### config.mk
export PLATFORM = sky130hd
export DESIGN_NAME = fall_edge_gen
export DESIGN_NICKNAME = d
export VERILOG_FILES = /design/src/rtl/fall_edge_gen_pkg.sv /design/src/rtl/phase_counter.sv /design/src/rtl/fall_edge_gen.sv
export SDC_FILE = /design/constraint.sdc
export NUM_CORES = 1
export LEC_CHECK = 0
export ABC_AREA = 0
export BUFFER_PORTS_ARGS = -buffer_cell sky130_fd_sc_hd__buf_2
export CAP_MARGIN = 40
export CORE_MARGIN = 5
export CORE_UTILIZATION = 50
export CTS_CLUSTER_DIAMETER = 150
export DETAILED_ROUTE_END_ITERATION = 10
export GPL_TIMING_DRIVEN = 0
export PLACE_DENSITY = 0.75
export SLEW_MARGIN = 5
export SYNTH_ARGS = -nofsm -noshare
export SYNTH_HDL_FRONTEND = slang
export SYNTH_SLANG_ARGS = --single-unit
### constraint.sdc
create_clock -name clk -period 3 [get_ports clk]
set_clock_uncertainty 0.05 [all_clocks]
set_input_delay 0.3 -clock clk [delete_from_list [all_inputs] [get_ports clk]]
set_output_delay 0.3 -clock clk [all_outputs]
set_load 0.02 [all_outputs]
### src/rtl/fall_edge_gen_pkg.sv
// Shared types and constants for the falling-edge waveform generator.
package fall_edge_gen_pkg;

  typedef enum logic [1:0] {
    IDLE = 2'd0,
    LOW  = 2'd1,
    HIGH = 2'd2,
    FIN  = 2'd3
  } state_e;

  localparam logic WAVE_IDLE = 1'b1;

endpackage

### src/rtl/phase_counter.sv
// Down-counter timing one LOW or HIGH phase; reloaded at every phase start.
module phase_counter #(
  parameter int CNT_W = 8
) (
  input  logic             clk,
  input  logic             rst_n,
  input  logic             load_i,
  input  logic             en_i,
  input  logic [CNT_W-1:0] load_val_i,
  output logic             zero_o
);

  logic [CNT_W-1:0] cnt_q, cnt_d;

  // Saturates at zero so an idle enable can never wrap the count.
  always_comb begin
    cnt_d = cnt_q;
    if (load_i)
      cnt_d = load_val_i;
    else if (en_i && (cnt_q != '0))
      cnt_d = cnt_q - 1'b1;
  end

  always_ff @(posedge clk or negedge rst_n) begin
    if (!rst_n) cnt_q <= '0;
    else        cnt_q <= cnt_d;
  end

  assign zero_o = (cnt_q == '0);

endmodule

### src/rtl/fall_edge_gen.sv
// Emits a train of N low/high pulses (N falling edges) on a registered line.
module fall_edge_gen
  import fall_edge_gen_pkg::*;
#(
  parameter int CNT_W = 8,
  parameter int NUM_W = 8
) (
  input  logic             clk,
  input  logic             rst_n,
  input  logic             start,
  input  logic             abort,
  input  logic [CNT_W-1:0] low_len,
  input  logic [CNT_W-1:0] high_len,
  input  logic [NUM_W-1:0] num_pulses,
  output logic             wave_out,
  output logic             busy,
  output logic             done,
  output logic [NUM_W-1:0] edge_cnt
);

  state_e           state_q, state_d;
  logic             wave_q, wave_d;
  logic             busy_q, busy_d;
  logic             done_q, done_d;
  logic [NUM_W-1:0] ecnt_q, ecnt_d;
  logic [NUM_W-1:0] rem_q, rem_d;
  logic [CNT_W-1:0] llen_q, llen_d;
  logic [CNT_W-1:0] hlen_q, hlen_d;

  logic             ph_load, ph_en, ph_zero;
  logic [CNT_W-1:0] ph_val;
  logic [CNT_W-1:0] low_eff, high_eff;

  // A zero length would otherwise mean a 2^CNT_W cycle phase; clamp to 1.
  assign low_eff  = (low_len  == '0) ? CNT_W'(1) : low_len;
  assign high_eff = (high_len == '0) ? CNT_W'(1) : high_len;

  phase_counter #(.CNT_W(CNT_W)) u_phase (
    .clk        (clk),
    .rst_n      (rst_n),
    .load_i     (ph_load),
    .en_i       (ph_en),
    .load_val_i (ph_val),
    .zero_o     (ph_zero)
  );

  always_comb begin
    state_d = state_q;
    wave_d  = wave_q;
    busy_d  = busy_q;
    done_d  = done_q;
    ecnt_d  = ecnt_q;
    rem_d   = rem_q;
    llen_d  = llen_q;
    hlen_d  = hlen_q;
    ph_load = 1'b0;
    ph_en   = 1'b0;
    ph_val  = '0;

    unique case (state_q)
      IDLE: begin
        wave_d = WAVE_IDLE;
        busy_d = 1'b0;
        if (start && !abort) begin
          if (num_pulses != '0) begin
            llen_d  = low_eff;
            hlen_d  = high_eff;
            rem_d   = num_pulses;
            wave_d  = 1'b0;
            busy_d  = 1'b1;
            ecnt_d  = NUM_W'(1);
            state_d = LOW;
            ph_load = 1'b1;
            ph_val  = low_eff - 1'b1;
          end else begin
            // Empty train still reports completion through FIN.
            done_d  = 1'b1;
            ecnt_d  = '0;
            state_d = FIN;
          end
        end
      end

      LOW: begin
        if (abort) begin
          wave_d  = WAVE_IDLE;
          busy_d  = 1'b0;
          state_d = IDLE;
        end else begin
          ph_en = 1'b1;
          if (ph_zero) begin
            wave_d  = 1'b1;
            state_d = HIGH;
            ph_load = 1'b1;
            ph_val  = hlen_q - 1'b1;
          end
        end
      end

      HIGH: begin
        if (abort) begin
          wave_d  = WAVE_IDLE;
          busy_d  = 1'b0;
          state_d = IDLE;
        end else begin
          ph_en = 1'b1;
          if (ph_zero) begin
            if (rem_q > NUM_W'(1)) begin
              wave_d  = 1'b0;
              ecnt_d  = ecnt_q + 1'b1;
              rem_d   = rem_q - 1'b1;
              state_d = LOW;
              ph_load = 1'b1;
              ph_val  = llen_q - 1'b1;
            end else begin
              busy_d  = 1'b0;
              done_d  = 1'b1;
              state_d = FIN;
            end
          end
        end
      end

      FIN: begin
        done_d  = 1'b0;
        state_d = IDLE;
      end

      default: state_d = IDLE;
    endcase
  end

  always_ff @(posedge clk or negedge rst_n) begin
    if (!rst_n) begin
      state_q <= IDLE;
      wave_q  <= WAVE_IDLE;
      busy_q  <= 1'b0;
      done_q  <= 1'b0;
      ecnt_q  <= '0;
      rem_q   <= '0;
      llen_q  <= '0;
      hlen_q  <= '0;
    end else begin
      state_q <= state_d;
      wave_q  <= wave_d;
      busy_q  <= busy_d;
      done_q  <= done_d;
      ecnt_q  <= ecnt_d;
      rem_q   <= rem_d;
      llen_q  <= llen_d;
      hlen_q  <= hlen_d;
    end
  end

  assign wave_out = wave_q;
  assign busy     = busy_q;
  assign done     = done_q;
  assign edge_cnt = ecnt_q;

endmodule

# Word level (Yosys, flattened, before mapping)
# Index checks and enable logic that the tools add are counted.
# totals
in_bits	28
out_inout_bits	11
reg_bits	45
# op_classes
eq_ne	15
reduce_logical	21
n_mux	61
magnitude_cmp	1
n_addsub	6
# ops
cell	n
8-bit two-way mux	20
8-bit by 1-bit subtractor with 8-bit output (second input constant)	5
8-bit one-hot mux with 2 select lines	2
1-bit two-way mux	26
8-bit zero test	3
8-bit one-hot mux with 3 select lines	1
2-bit != test (second input constant)	8
8-bit nonzero test	2
2-bit two-way mux	7
3-bit != test (second input constant)	4
1-bit one-hot mux with 3 select lines	4
6-bit AND reduction	2
8-bit by 1-bit adder with 8-bit output (second input constant)	1
8-bit by 1-bit > comparator with 1-bit output (second input constant)	1
2-bit one-hot mux with 4 select lines	1
4-bit AND reduction	2
3-bit AND reduction	2
3-bit nonzero test	2
5-bit AND reduction	1
2-bit equality test (second input constant)	2
2-bit nonzero test	2
2-bit by 1-bit equality test with 1-bit output (second input constant)	1
1-bit logical AND	2
2-bit zero test	1
2 further kinds	2

# Longest topological paths before layout
# depth
ltp_word	7
ltp_mapped	10
depth_no_buf	9

# Hierarchy
# From an unflattened synthesis, not the netlist that was laid out.
# unflattened
hier_cells	366
hier_area_um2	3251.9
# modules_own_cells
module	seq_area_each_um2	area_each_um2	instances	cells_each
fall_edge_gen	927.1	2680.1	1	301
phase_counter	200.2	571.8	1	65

# Worst setup path before layout
# OpenSTA, ideal clock, no wires.
# synth_path
path_type	reg-to-reg
start	reg state_q[0]
end	reg ecnt_q[7], in the netlist edge_cnt[7]
synth_period_minus_slack_ns	2.250
arrival_ns	2.122
slack_ns	0.750
stages_incl_launch_ff	9
t_required_ns	2.872
cell_sequence	dfrtp_1 -> inv_1 -> ha_1 -> buf_2 -> mux2i_1 -> or2_2 -> clkbuf_1 -> or4_2 -> a21oi_1
# synth_between
elab_chain_len	3
# synth_lines
item	line	rtl
from (decl)	fall_edge_gen.sv:21	state_e state_q, state_d;
from (signal assigned)	fall_edge_gen.sv:144	state_q <= state_d;
2-bit equality test or 2-bit zero test (tied branches)	fall_edge_gen.sv:60	unique case (state_q)
2-bit != test (no source line) or 2-bit nonzero test (tied branches)	--	
5-bit AND reduction (no source line)	--	
to (signal assigned)	fall_edge_gen.sv:148	ecnt_q <= ecnt_d;
to (decl)	fall_edge_gen.sv:25	logic [NUM_W-1:0] ecnt_q, ecnt_d;
# Several ways; a longest one is shown, not always the timed one.
# A chain may end at the register's enable or synchronous reset.

# Worst setup path in the final report
# layout_path
start	reg llen_q[0]
end	reg u_phase.cnt_q[6]
# layout_between
elab_chain_len	6
# layout_lines
item	line	rtl
from (decl)	fall_edge_gen.sv:27	logic [CNT_W-1:0] llen_q, llen_d;
from (signal assigned)	fall_edge_gen.sv:150	llen_q <= llen_d;
8-bit by 1-bit subtractor with 8-bit output	fall_edge_gen.sv:114	ph_val = llen_q - 1'b1;
8-bit two-way mux	fall_edge_gen.sv:108	if (rem_q > NUM_W'(1)) begin
8-bit two-way mux	fall_edge_gen.sv:107	if (ph_zero) begin
8-bit two-way mux	fall_edge_gen.sv:101	if (abort) begin
8-bit one-hot mux with 3 select lines	fall_edge_gen.sv:60	
8-bit two-way mux	phase_counter.sv:18	if (load_i)
to (signal assigned)	phase_counter.sv:26	else cnt_q <= cnt_d;
to (decl)	phase_counter.sv:13	logic [CNT_W-1:0] cnt_q, cnt_d;
# No other way between the ends.

==> metrics.md <==
| Metric | Value |
|---|---|
| Status | `finished, final reports clean` |
| Post-synthesis compound-gate area fraction | `0.164` |
| Cell Rows | `29` |
| Hold-fix buffers at CTS | `1` |
| GR Overflow Total | `0` |
| Antenna cells | `0` |
| Die W | `90.1 um` |
| Ranking of synthesized cells by area | `dfrtp_1, mux2_2, ha_1` |
| Hold Crit Class | `in -> reg` |
| Total Die Area | `8130 um2` |
| Crit path cell chain | `inv_1 -> ha_1 -> or3b_2 -> or4_1 -> a2111oi_0 -> a211oi_1 -> mux2i_1` |
| Final wirelength | `8.02 mm` |
| CTS H-Tree Depth | `2` |
| Area of the core | `6310 um2` |
| Post-Syn Area | `3210 um2` |
| Yosys top cell area share | `0.343` |
| Yosys reg bits | `45` |
| Starting Density | `0.509` |
| Post-Synth XOR/XNOR Area | `0.0491` |
| Synth Area in Adders | `0.0506` |
| Total CTS buffers | `5` |
| Crit-path max cell delay | `0.59 ns` |
| Power per cell area | `916 nW/um2` |
| Leakage | `0.00150 uW` |
| DRT antenna net count | `0` |
| Register area share after synthesis | `0.351` |
| Post-CTS setup buffers | `0` |
| Rel. slew slack | `0.415` |
| Routed len/inst | `17.4 um` |
| Crit share post-route | `0.864` |
| Post-route minimum period | `2.59 ns` |
| Critical Path AT | `2.78 ns` |
| First DRT Iteration DRCs | `145` |
| Fillcell total | `567` |
| Warnings from Yosys | `0` |
| CTS Buffer Depth | `2` |
| Area of the multi-input gates | `1890 um2` |
| CP Max Fanout | `3` |
| Crit end category | `flip-flop` |
| Vias per cell | `6.11` |
| Setup TNS | `0 ns` |
| Max Fclk | `386 MHz` |
| Most common cell after layout, fill and taps aside | `dfrtp_1` |
| Layout cells sized above 1 | `0.253` |
| Tightest Pin Transition | `0.869 ns` |
| Post-cts sizing count | `0` |
| DIE HEIGHT | `90.1 um` |
| CP Class | `reg -> reg` |
| Placer Congestion | `0.857` |
| Count of different cell masters after synthesis | `60` |
| Syn Nets | `376` |
| Synth area leader | `dfrtp_1` |
| Critical path buffers and inverters | `1` |
| Mux contribution to synthesized area | `0.101` |
| Reg area | `1130 um2` |
| Setup-failing EPs final | `0` |
| First-pass detailed-route iteration total | `4` |
| Worst setup SP type | `flip-flop` |
| CTS sink cnt | `45` |
| Hold Vio Cnt, Final | `0` |
| Synth Instances | `335` |
| Main combinational cell family by area after synthesis | `simple AND/OR/NAND/NOR gates` |
| Clk_lat worst skew | `0.31 ns` |
| CTS Root Cell | `clkbuf_8` |
| Data required time at the worst endpoint | `3.19 ns` |
| Gr usage total | `0.201` |
| Slowest-stage cell, CP | `a2111oi_0` |
| CTS tree | `yes` |
| Vias in the first global route | `2839` |
| RSZ-0062 raised after global routing | `no` |
| Commonest cells after routing, fill and taps aside | `dfrtp_1, buf_2, inv_1` |
| DP HPWL | `5.93 mm` |
| Worst-path clk slew | `0.10 ns` |
| DR vias | `2812` |
| Design Power | `3350 uW` |
| Synth Area in Simple Gates | `0.225` |
| Area growth, synth to finish | `14.0%` |
| Max-Cap Viols | `0` |
| Slew Limit Fails | `0` |
| DRC | `0` |
| Post-synth top flop | `dfrtp_1` |
| Cell family with most CP delay | `simple AND/OR/NAND/NOR gates` |
| Pin count of the biggest net entering global routing | `37` |
| Global-route wire length before repair | `13.7 mm` |
| Antenna violations before repair | `0` |
| NumNets Final | `423` |
| Mean Syn Cell Area | `9.59 um2` |
| Post-synth EDFFs | `0` |
| Port bufs | `38` |
| Peak VDD IR | `0.000433 V` |
| # IOs | `39` |
| Async set or reset register ratio after synthesis | `1.00` |
==> metrics by stage <==
stage | area (um2) | worst slack [ns] | cells | utilization | hold slack [ns]
2_1_floorplan | 3210 | 0.750 | 335 | - | -0.0456
3_3_place_gp | 3500 | 0.406 | 450 | 0.554 | 0.438
3_5_place_dp | 3520 | 0.369 | 451 | 0.557 | 0.141
4_1_cts | 3660 | 0.431 | 460 | 0.580 | 0.187
5_1_grt | 3660 | 0.166 | 460 | 0.580 | 0.177
6_report | 3660 | 0.407 | 460 | 0.580 | 0.180
==> state kept, by name (all words and copies together), names as in the netlist <==
| signal | count |
|---|---|
| u_phase.cnt_q | 8 |
| done | 1 |
| edge_cnt | 8 |
| busy | 1 |
| wave_out | 1 |
| rem_q | 8 |
| state_q | 2 |
| hlen_q | 8 |
| llen_q | 8 |
==> worst reg2reg max path: stages, from the launching register on <==
cell,delay [ns]
dfrtp_1,0.41
inv_1,0.11
ha_1,0.18
or3b_2,0.49
or4_1,0.42
a2111oi_0,0.59
a211oi_1,0.12
mux2i_1,0.15
==> path summary, 6_finish.rpt <==
kind                             start                to  slack (ns)  cells after the start
setup / recovery             llen_q[0]  u_phase.cnt_q[6]        0.41                      7
max in group asynchronous        rst_n          wave_out        2.02                      3
hold reg to reg                   done              done        0.47                      2
min in group asynchronous        rst_n          rem_q[5]        0.33                      2
setup reg to reg             llen_q[0]  u_phase.cnt_q[6]        0.41                      7
hold / removal             high_len[7]         hlen_q[7]        0.18                      2
==> layer usage <==
layer	GRT usage	part of all wire
met1	0.251	0.42
met2	0.346	0.51
met3	0.0417	0.052
met5	0	0
met4	0.0608	0.015
==> cell type report <==
class                      count  share of cell area
clock inverter                 3              0.0178
buffer                        15              0.0284
sequential                    45               0.308
multi-input combinational    252               0.517
timing repair buffer          40              0.0601
inverter                      23              0.0236
tap                           77              0.0263
clock buffer                   5              0.0188
==> synth_stat cells, types with 8 or more instances <==
cell type	count
nor4_1	9
o31ai_1	8
xnor2_1	10
ha_1	13
inv_1	23
dfrtp_1	44
mux2_2	18
nand2_1	12
nor3_1	22
mux2i_1	12
nor2_1	16
xor2_1	8
o21ai_0	8
a21oi_1	20
or4_1	11
==> report_power, final <==
| part | internal (uW) | switching, uW |
|---|---|---|
| Clock | 331 | 234 |
| Combinational | 727 | 858 |
| Sequential | 871 | 332 |
==> logic make-up after synthesis <==
group	after synthesis
AO/OA/AOI/OAI	73
XOR/XNOR	18
adder cells (fa/ha/maj)	13
buffers and inverters	38
flip-flops	45
multiplexers	30
AND/OR/NAND/NOR	118
Power figures use the tool's default switching activity.
